[src/rtl/ni_packet_tx.sv]
// Network-interface packetizer: turns a descriptor plus payload words into
// HEADER/BODY/TAIL flits for a router's local port under RTS/CTS flow control.
module ni_packet_tx #(
  parameter int         DATA_WIDTH = 32,
  parameter logic [3:0] SRC_ADDR   = 4'b0000
) (
  input  logic                  clk,
  input  logic                  rst,
  input  logic                  pkt_valid,
  output logic                  pkt_ready,
  input  logic [3:0]            pkt_dst,
  input  logic [11:0]           pkt_len,
  input  logic                  pay_valid,
  output logic                  pay_ready,
  input  logic [27:0]           pay_data,
  output logic [DATA_WIDTH-1:0] TX,
  output logic                  RTS,
  input  logic                  DCTS,
  output logic                  busy,
  output logic                  err_len,
  output logic [15:0]           pkts_sent
);

  localparam logic [2:0] TYPE_HEADER = 3'b001;
  localparam logic [2:0] TYPE_BODY   = 3'b010;
  localparam logic [2:0] TYPE_TAIL   = 3'b100;

  typedef enum logic {IDLE, PAYLOAD} state_t;

  state_t      state, next_state;
  logic        fv, free, load, hdr_load, err_next;
  logic [31:0] flit_q, next_flit;
  logic [11:0] rem, next_rem;
  logic [7:0]  seq_id;

  // Bit 0 is chosen so the XOR over the whole flit is zero.
  function automatic logic [31:0] with_parity(input logic [30:0] f);
    return {f, ^f};
  endfunction

  assign RTS  = fv && DCTS;
  assign free = !fv || RTS;
  assign TX   = flit_q;
  assign busy = (state == PAYLOAD) || fv;

  always_comb begin
    next_state = state;
    next_rem   = rem;
    next_flit  = flit_q;
    load       = 1'b0;
    hdr_load   = 1'b0;
    err_next   = 1'b0;
    pkt_ready  = 1'b0;
    pay_ready  = 1'b0;
    case (state)
      IDLE: begin
        pkt_ready = free && !rst;
        if (pkt_valid && pkt_ready) begin
          if (pkt_len >= 12'd2) begin
            load       = 1'b1;
            hdr_load   = 1'b1;
            next_flit  = with_parity({TYPE_HEADER, pkt_len, pkt_dst, SRC_ADDR, seq_id});
            next_rem   = pkt_len - 12'd1;
            next_state = PAYLOAD;
          end else begin
            err_next = 1'b1;
          end
        end
      end
      PAYLOAD: begin
        pay_ready = free && !rst;
        if (pay_valid && pay_ready) begin
          load = 1'b1;
          if (rem > 12'd1) begin
            next_flit = with_parity({TYPE_BODY, pay_data});
            next_rem  = rem - 12'd1;
          end else begin
            next_flit  = with_parity({TYPE_TAIL, pay_data});
            next_state = IDLE;
          end
        end
      end
      default: next_state = IDLE;
    endcase
  end

  // A load and a transfer in the same cycle keep fv set, giving one flit per cycle.
  always_ff @(posedge clk) begin
    if (rst) begin
      state     <= IDLE;
      fv        <= 1'b0;
      flit_q    <= '0;
      rem       <= '0;
      seq_id    <= '0;
      err_len   <= 1'b0;
      pkts_sent <= '0;
    end else begin
      state   <= next_state;
      rem     <= next_rem;
      err_len <= err_next;
      if (load) begin
        flit_q <= next_flit;
        fv     <= 1'b1;
      end else if (RTS) begin
        fv <= 1'b0;
      end
      if (hdr_load)
        seq_id <= seq_id + 8'd1;
      if (RTS && flit_q[31:29] == TYPE_TAIL)
        pkts_sent <= pkts_sent + 16'd1;
    end
  end

endmodule

[config.mk]
export PLATFORM = sky130hd
export DESIGN_NAME = ni_packet_tx
export DESIGN_NICKNAME = d
export VERILOG_FILES = /design/src/rtl/ni_packet_tx.sv
export SDC_FILE = /design/constraint.sdc
export NUM_CORES = 1
export LEC_CHECK = 0
export CORE_ASPECT_RATIO = 0.6
export CORE_MARGIN = 3
export CORE_UTILIZATION = 53
export CTS_CLUSTER_DIAMETER = 150
export CTS_CLUSTER_SIZE = 10
export DETAILED_ROUTE_END_ITERATION = 8
export GPL_ROUTABILITY_DRIVEN = 0
export PLACE_DENSITY = 0.91
export SKIP_LAST_GASP = 1
export SYNTH_ARGS = -nofsm -noshare
export SYNTH_HDL_FRONTEND = slang
export SYNTH_SLANG_ARGS = --single-unit
[constraint.sdc]
create_clock -name clk -period 3.7 [get_ports clk]
set_input_delay 0.37 -clock clk [delete_from_list [all_inputs] [get_ports clk]]
set_output_delay 0.37 -clock clk [all_outputs]
set_load 0.02 [all_outputs]
==> impl_results.rst, run 1 <==
.. list-table::
   :header-rows: 1

   * - Metric
     - Value
   * - Power Density
     - 458.7 mW/mm^2
   * - Async S/R FF share, synth
     - 0%
   * - Crit share post-route
     - between 60% and 70%
   * - Leak Pwr
     - between 1.5 and 2 nW
   * - Number of enable-type register cells in the synthesized netlist
     - 0
   * - Setup CP Type
     - input port to flop
   * - Ys Warns
     - 0
   * - Die Area
     - around 0.0087 mm^2
   * - Endpoint of the worst hold-timing path
     - TX[12]
   * - Worst Path Arrival
     - 2.78 ns
   * - Total DRC errors in the routed layout
     - 0
   * - Number of hold buffers added after cts
     - 0
   * - Number of iterations in the first detailed-routing pass
     - 5
   * - Endpoint type of the worst setup path
     - flop
   * - Horizontal die dimension
     - 118.4 um
   * - Class of the tightest hold or removal check
     - flop to flop
   * - Via count of the first global-routing pass
     - roughly 3800
   * - Via-to-Cell Ratio
     - 5.814
   * - Total inserted antenna cells
     - 0
   * - Global Route Usage Sum
     - about 28%
   * - Net total in the final layout
     - just over 600
   * - Fraction of synthesized cell area taken by the top area cell type
     - about 35%
   * - Count of state elements after synthesis
     - 71
   * - Post-Syn Nets
     - 530
   * - Global-route congestion overflow total
     - 0
   * - End of the worst register-to-register path
     - rem[10]
   * - Max transition margin
     - approximately 57%
   * - Unrepaired setup endpoints after global routing
     - no
   * - Clock Tree Buf Depth
     - 2
   * - H-tree levels
     - 3
   * - Launch instance of the worst register-to-register path
     - rem[4]
   * - Worst reg2reg setup slack
     - 1.32 ns
   * - Final min period
     - 2.524 ns
   * - Depth of the most critical reg-to-reg path
     - 6
   * - Synth Flop Type
     - sky130_fd_sc_hd__dfxtp_1
   * - Synth cell types
     - 48
   * - Peak Freq
     - 0.3962 GHz
   * - Number of max-cap violations
     - 0
   * - Library cell used as clock root buffer
     - sky130_fd_sc_hd__clkbuf_16
   * - P&R area growth vs syn
     - 33.95%
   * - Number of placement rows
     - 23
   * - Required time at the endpoint of the critical path
     - 3.95 ns
   * - Worst Tran Pin Value
     - between 0.6 and 0.7 ns
   * - Setup Fix Bufs, Post-CTS
     - 0
   * - Share of post-route cells with drive strength above 1
     - between 5 and 6%
   * - Antenna violations before repair
     - 0
   * - Final Routed Wirelength
     - 12150 um
   * - Sinks on the clock net
     - 71
   * - Ranking of synthesized cells by area
     - sky130_fd_sc_hd__dfxtp_1, sky130_fd_sc_hd__xnor2_1, sky130_fd_sc_hd__mux2i_1, sky130_fd_sc_hd__nor2_1, sky130_fd_sc_hd__ha_1
   * - Post-CTS Resized
     - 0
   * - Fin cells
     - roughly 660
   * - CTS tree
     - yes
   * - Clk_lat worst skew
     - 0.34 ns
   * - Number of filler instances in the final layout
     - ~480
   * - Global-route wire length before repair
     - just under 20000 um
   * - Dominant cell type by area after synthesis
     - sky130_fd_sc_hd__dfxtp_1
   * - Final setup TNS
     - 0 ns
   * - Largest net degree at the start of global routing
     - 61
   * - Final Hold Fails
     - 0
   * - Synth Cell Area
     - approximately 0.0040 mm^2
   * - Outcome
     - completed
   * - Die Height
     - roughly 73 um
   * - Reg clk slew, reported paths
     - roughly 0.060 ns
   * - Detailed router's first-iteration violation count
     - 370
   * - Buffers on Ports
     - 101
   * - Avg Cell Area, Syn
     - between 8 and 9 um^2
   * - Count of pins over their slew limit
     - 0
   * - Post-DP HPWL
     - 8680 um
   * - Crit path launch type
     - input port
   * - Hold Path Depth
     - 2
   * - Routed WL per cell
     - ~18 um
   * - Worst setup slack before clock tree synthesis
     - ~0.88 ns
   * - Setup-failing EPs final
     - 0
   * - Number of placed instances, taps included
     - around 650
   * - Floorplan core area
     - approximately 0.007 mm^2
   * - Share of synthesized area occupied by flip-flops and latches
     - between 30% and 40%
   * - IO Count
     - 102
   * - Gate count after technology mapping
     - around 460
   * - Largest driver fanout on the critical path
     - 11
   * - Routed via count
     - around 3800
   * - Starting density of the core
     - between 50% and 60%
   * - Setup clock skew after layout
     - between 0.004 and 0.005 ns
   * - Worst IR Drop VDD
     - 0.0004014 V
   * - Post-route worst setup slack
     - about 1.2 ns
   * - Count of antenna-violating nets left after detailed routing
     - 0
   * - Clock buffer count from CTS
     - 9
   * - Start point of the worst min-delay path
     - TX[12]
placed cells by master (no fill, tap or decap), drive strengths merged, types with 14 or more instances in the layout:
cell | synthesis | layout
dfxtp | 71 | 71
inv | 17 | 18
clkdlybuf4s50 | 0 | 100
ha | 17 | 17
a211oi | 24 | 24
a21oi | 18 | 18
xor2 | 19 | 19
xnor2 | 51 | 51
mux2i | 27 | 27
o21ai | 23 | 23
nand3 | 14 | 14
nor2 | 60 | 60
nand2 | 27 | 27
registers in the layout, summed over array words and instances, names as in the netlist:
register	count
TX	32
err_len	1
fv	1
pkts_sent	16
rem	12
seq_id	8
state	1
kinds of logic after synthesis:
| group | Yosys count | synth area share (%) |
|---|---|---|
| buffers and inverters | 41 | 4.894 |
| adders and majority gates | 17 | 5.299 |
| xor gates and xnor gates | 70 | 15.27 |
| and+or+nand+nor | 150 | 18.17 |
| AOI/OAI and AO/OA | 88 | 14.21 |
| DFF | 71 | 35.41 |
| muxes | 27 | 6.733 |
Yosys cell counts (all sizes together), types with 5 or more instances:
cell type   n
nand2      27
inv        17
buf        10
nor2       60
a211oi     24
xnor2      51
a21oi      18
ha         17
and3        6
dfxtp      71
mux2i      27
xor2       19
and4        5
nand3      14
nor3        9
and2        6
o21ai      23
clkbuf     14
o22ai       5
or3         5
power breakdown:
group	leakage (nW)	switching, mW	internal, mW	total (mW)
sequential	0.580	0.0451	0.821	0.866
clock	0.159	0.332	0.629	0.961
combinational	1.25	0.350	0.290	0.639
total	1.99	0.727	1.74	2.47
per-stage QoR:
| step | area (um^2) | hold WS [ns] | power, mW | utilization, % |
|---|---|---|---|---|
| finish | 5376 | 0.4766 | 2.466 | 76.88 |
| global route | 5376 | 0.5134 | 2.556 | 76.88 |
| detailed placement | 5044 | 0.4583 | 1.499 | 72.12 |
| global placement | 5044 | 0.4500 | 1.479 | 72.12 |
| floorplan | 4014 | 0.4363 | 1.279 | - |
| CTS | 5376 | 0.4780 | 2.463 | 76.88 |
cell type report:
cell class                 instances  area [um^2]  area share [%]
multi-input combinational        352         2396           44.57
sequential                        71         1423           26.46
timing repair buffer             105         1036           19.27
clock buffer                      12        256.5           4.771
tap                              100        125.1           2.327
clock inverter                     4        76.32           1.420
inverter                          17        63.81           1.187
critical path: stages:
cell and delay [ns]:
sky130_fd_sc_hd__clkdlybuf4s50_1 0.56, sky130_fd_sc_hd__inv_1 0.10, sky130_fd_sc_hd__ha_1 0.20, sky130_fd_sc_hd__o21ai_0 0.18, sky130_fd_sc_hd__a21oi_1 0.13, sky130_fd_sc_hd__o211ai_1 0.39
sky130_fd_sc_hd__buf_4 0.27, sky130_fd_sc_hd__and3_1 0.32, sky130_fd_sc_hd__o21ai_0 0.16, sky130_fd_sc_hd__o31ai_1 0.09
metal layers:
layer  wire, um  track usage (%)  vias up
met5          0                0        -
met4        173            7.662        0
met3       1256            9.308       21
met2       5371            45.29      213
met1       5353            37.71     1804
li1           -                -     1805
how the worst max path moves through the flow:
stage                     from      end  slack, ns  depth (start not counted)
CTS                 pkt_len[0]  rem[10]       1.19                         10
global placement    pkt_len[0]    TX[5]       1.02                         10
finish              pkt_len[0]  rem[10]       1.18                         10
global route        pkt_len[2]   TX[14]       0.95                         10
floorplan           pkt_len[0]   TX[31]       1.64                          9
detailed placement  pkt_len[0]   rem[6]       0.88                         10
No activity file was read; power rests on OpenSTA's default activity.
==> run 2, diff against run 1 <==
CORE_UTILIZATION = 50   (was 53)
PLACE_DENSITY = 0.86   (was 0.91)
clock period = 2.57 ns   (was 3.7 ns; I/O delays follow)
==> run 2 against run 1 <==
Design area is 0.84% higher. Sequential share of layout area is 0.22 points lower. Sequential power is 44% higher. Critical endpoint unchanged. Highest routed layer unchanged.
==> impl_results.rst, run 2 (synthesized netlist as in run 1, its figures left out) <==
.. list-table::
   :header-rows: 1

   * - Metric
     - Value
   * - Worst Tran Pin Value
     - 0.6160 ns (-0.02829 ns)
   * - Leak Pwr
     - 2.006 nW (+1.0%)
   * - Via-to-Cell Ratio
     - 5.627 (-3.2%)
   * - Outcome
     - completed
   * - IO Count
     - 102 (unchanged)
   * - Commonest cells after routing, fill and taps aside
     - sky130_fd_sc_hd__clkdlybuf4s50_1, sky130_fd_sc_hd__dfxtp_1, sky130_fd_sc_hd__nor2_1, sky130_fd_sc_hd__xnor2_1, sky130_fd_sc_hd__mux2i_1
   * - Required time at the endpoint of the critical path
     - 2.82 ns (-1.13 ns)
   * - Max transition margin
     - 58.94% (+1.9 points)
   * - Detailed router's first-iteration violation count
     - 277 (-25%)
   * - Final setup TNS
     - 0 ns (unchanged)
   * - Global-route congestion overflow total
     - 0 (unchanged)
   * - Setup Fix Bufs, Post-CTS
     - 0 (unchanged)
   * - Max reg flops
     - 32 (unchanged)
   * - Post-CTS Resized
     - 0 (unchanged)
   * - Number of max-cap violations
     - 0 (unchanged)
   * - Count of pins over their slew limit
     - 0 (unchanged)
   * - Setup CP Type
     - flop to flop
   * - Reg clk slew, reported paths
     - 0.06 ns (about the same)
   * - Critical path's slowest cell
     - sky130_fd_sc_hd__or4_1
   * - Clock power share
     - 36.5% (-2.5 points)
   * - Crit path launch type
     - flop
   * - Die Height
     - 75.40 um (+2.7%)
   * - Share of post-route cells with drive strength above 1
     - 6.503% (+1.3 points)
   * - Largest net degree at the start of global routing
     - 58 (-4.9%)
   * - Post-DP HPWL
     - 8387 um (-3.4%)
   * - Number of buffers and inverters on the critical path
     - 0 (-3)
   * - CP Cell Sequence
     - or4_1 -> nor3_4 -> a21o_2 -> and3_1 -> o21ai_0 -> o31ai_1
   * - Number of logic stages on the critical path including buffering
     - 6 (-4)
   * - Net Sw Frac
     - 30.16% (+0.70 points)
   * - Crit path capture
     - rem[10]
   * - Library cell used as clock root buffer
     - sky130_fd_sc_hd__clkbuf_16
   * - Number of placement rows
     - 24 (+4.3%)
   * - Final Routed Wirelength
     - 11500 um (-5.4%)
   * - Setup-failing EPs final
     - 0 (unchanged)
   * - Class of the tightest hold or removal check
     - input port to flop
   * - Routed WL per cell
     - 17.09 um (-7.0%)
   * - Post-route worst setup slack
     - 0.2735 ns (-0.9027 ns)
   * - Depth of the most critical reg-to-reg path
     - 6 (unchanged)
   * - Clock buffer count from CTS
     - 9 (unchanged)
   * - Total inserted antenna cells
     - 0 (unchanged)
   * - Count of antenna-violating nets left after detailed routing
     - 0 (unchanged)
   * - Worst Path Arrival
     - 2.55 ns (-0.23 ns)
   * - Starting density of the core
     - 53.47% (-3.9 points)
   * - Via count of the first global-routing pass
     - 3584 (-5.2%)
   * - CTS tree
     - yes
   * - Final min period
     - approximately 2.3 ns
   * - Endpoint type of the worst setup path
     - flop
   * - Total DRC errors in the routed layout
     - 0 (unchanged)
   * - Cell-internal power
     - 2.386 mW (+37%)
   * - Largest driver fanout on the critical path
     - 12 (+1)
   * - Kind of cell adding the most delay to the critical path
     - simple AND/OR/NAND/NOR gates
   * - End of the worst register-to-register path
     - rem[10]
   * - Clock Tree Buf Depth
     - 2 (unchanged)
   * - Cell area after placement
     - 0.005121 mm^2 (+1.5%)
   * - Crit share post-route
     - roughly nine tenths
   * - Peak Freq
     - 0.4354 GHz
   * - First element of the critical path
     - rem[4]
   * - H-tree levels
     - 3 (unchanged)
   * - Util after Layout
     - 72.22% (-4.7 points)
   * - Worst reg2reg setup slack
     - 0.27 ns (-1.05 ns)
   * - Buffers on Ports
     - 101 (unchanged)
   * - Power Density
     - 630.1 mW/mm^2 (+37%)
   * - Unrepaired setup endpoints after global routing
     - no
   * - Global-route wire length before repair
     - 17950 um (-7.4%)
   * - Net Sw Power
     - 1.031 mW (+42%)
   * - Peak per-stage delay on the critical path
     - 0.73 ns (+0.17 ns)
   * - Floorplan core area
     - 0.007507 mm^2 (+7.4%)
   * - Clk_lat worst skew
     - 0.34 ns (about the same)
   * - Final Hold Fails
     - 0 (unchanged)
   * - Sequential power share
     - 36.5% (+1.4 points)
   * - Antenna violations before repair
     - 0 (unchanged)
   * - Sinks on the clock net
     - 71 (unchanged)
   * - Most frequent standard cell in the layout excluding fill and tap cells
     - sky130_fd_sc_hd__clkdlybuf4s50_1
   * - Number of iterations in the first detailed-routing pass
     - 4 (-1)
   * - Gate power share
     - 27.0% (+1.1 points)
   * - Launch instance of the worst register-to-register path
     - rem[4]
   * - Setup clock skew after layout
     - 0.007774 ns (+0.003224 ns)
   * - Global Route Usage Sum
     - 25.20% (-3.3 points)
   * - WHS
     - 0.2325 ns (-0.2442 ns)
   * - Die Area
     - 0.009174 mm^2 (+5.6%)
   * - Worst IR Drop VDD
     - 0.0003395 V (-15%)
   * - P&R area growth vs syn
     - 35.07%
   * - Post-route design area
     - 0.005421 mm^2 (+0.84%)
   * - Net total in the final layout
     - 630 (+1.3%)
   * - Horizontal die dimension
     - 121.7 um (+2.8%)
   * - Worst setup slack before clock tree synthesis
     - 0.03961 ns (-0.8377 ns)
   * - Routed via count
     - 3787 (-1.5%)
   * - Number of hold buffers added after cts
     - 0 (unchanged)
==> run 2: worst register-to-register path: cells and delay by family, from the launching register on <==
family / cells / cell delay [ns]
and+or+nand+nor: 3 / 1.31
DFF: 1 / 0.37
AOI/OAI and AO/OA: 3 / 0.52
==> run 2: routing by layer <==
layer / share of wire (%) / up-vias / GRT usage [%]
met3: 9.5 / 13 / 7.641
met2: 43 / 169 / 39.02
met4: 1.1 / 0 / 6.460
met5: 0 / - / 0
met1: 47 / 1791 / 34.78
li1: - / 1814 / -
==> run 2: worst min path at each step <==
stage / startpoint / to / slack [ns] / cells past startpoint
floorplan: pay_data[9] / TX[10] / 0.39 / 2
global placement: rem[9] / rem[9] / 0.45 / 2
detailed placement: rem[9] / rem[9] / 0.47 / 2
CTS: rst / pkts_sent[3] / 0.22 / 2
global route: rst / pkts_sent[0] / 0.24 / 2
finish: rst / pkts_sent[4] / 0.23 / 2
==> run 2: cell type report <==
cell class / instances / area (um^2)
Tap cell: 104 / 130.1
Timing Repair Buffer: 113 / 1109
Multi-Input combinational cell: 352 / 2396
Sequential cell: 71 / 1423
Inverter: 17 / 63.81
Fill cell: 562 / 2086
Clock buffer: 11 / 242.7
Clock inverter: 5 / 57.56
==> run 2: through the flow <==
| stage | total power [mW] | std cells |
|---|---|---|
| 2_1_floorplan | 1.841 | 464 |
| 3_5_place_dp | 2.169 | 657 |
| 3_3_place_gp | 2.146 | 657 |
| 5_1_grt | 3.548 | 673 |
| 4_1_cts | 3.421 | 673 |
| 6_report | 3.416 | 673 |
==> run 2: power by group through the flow <==
stage | logic, mW | clock network, mW | registers (mW)
4_1_cts | 0.914 | 1.26 | 1.24
2_1_floorplan | 0.534 | 0 | 1.31
5_1_grt | 0.985 | 1.31 | 1.25
3_5_place_dp | 0.902 | 0 | 1.27
3_3_place_gp | 0.885 | 0 | 1.26
6_report | 0.922 | 1.25 | 1.25
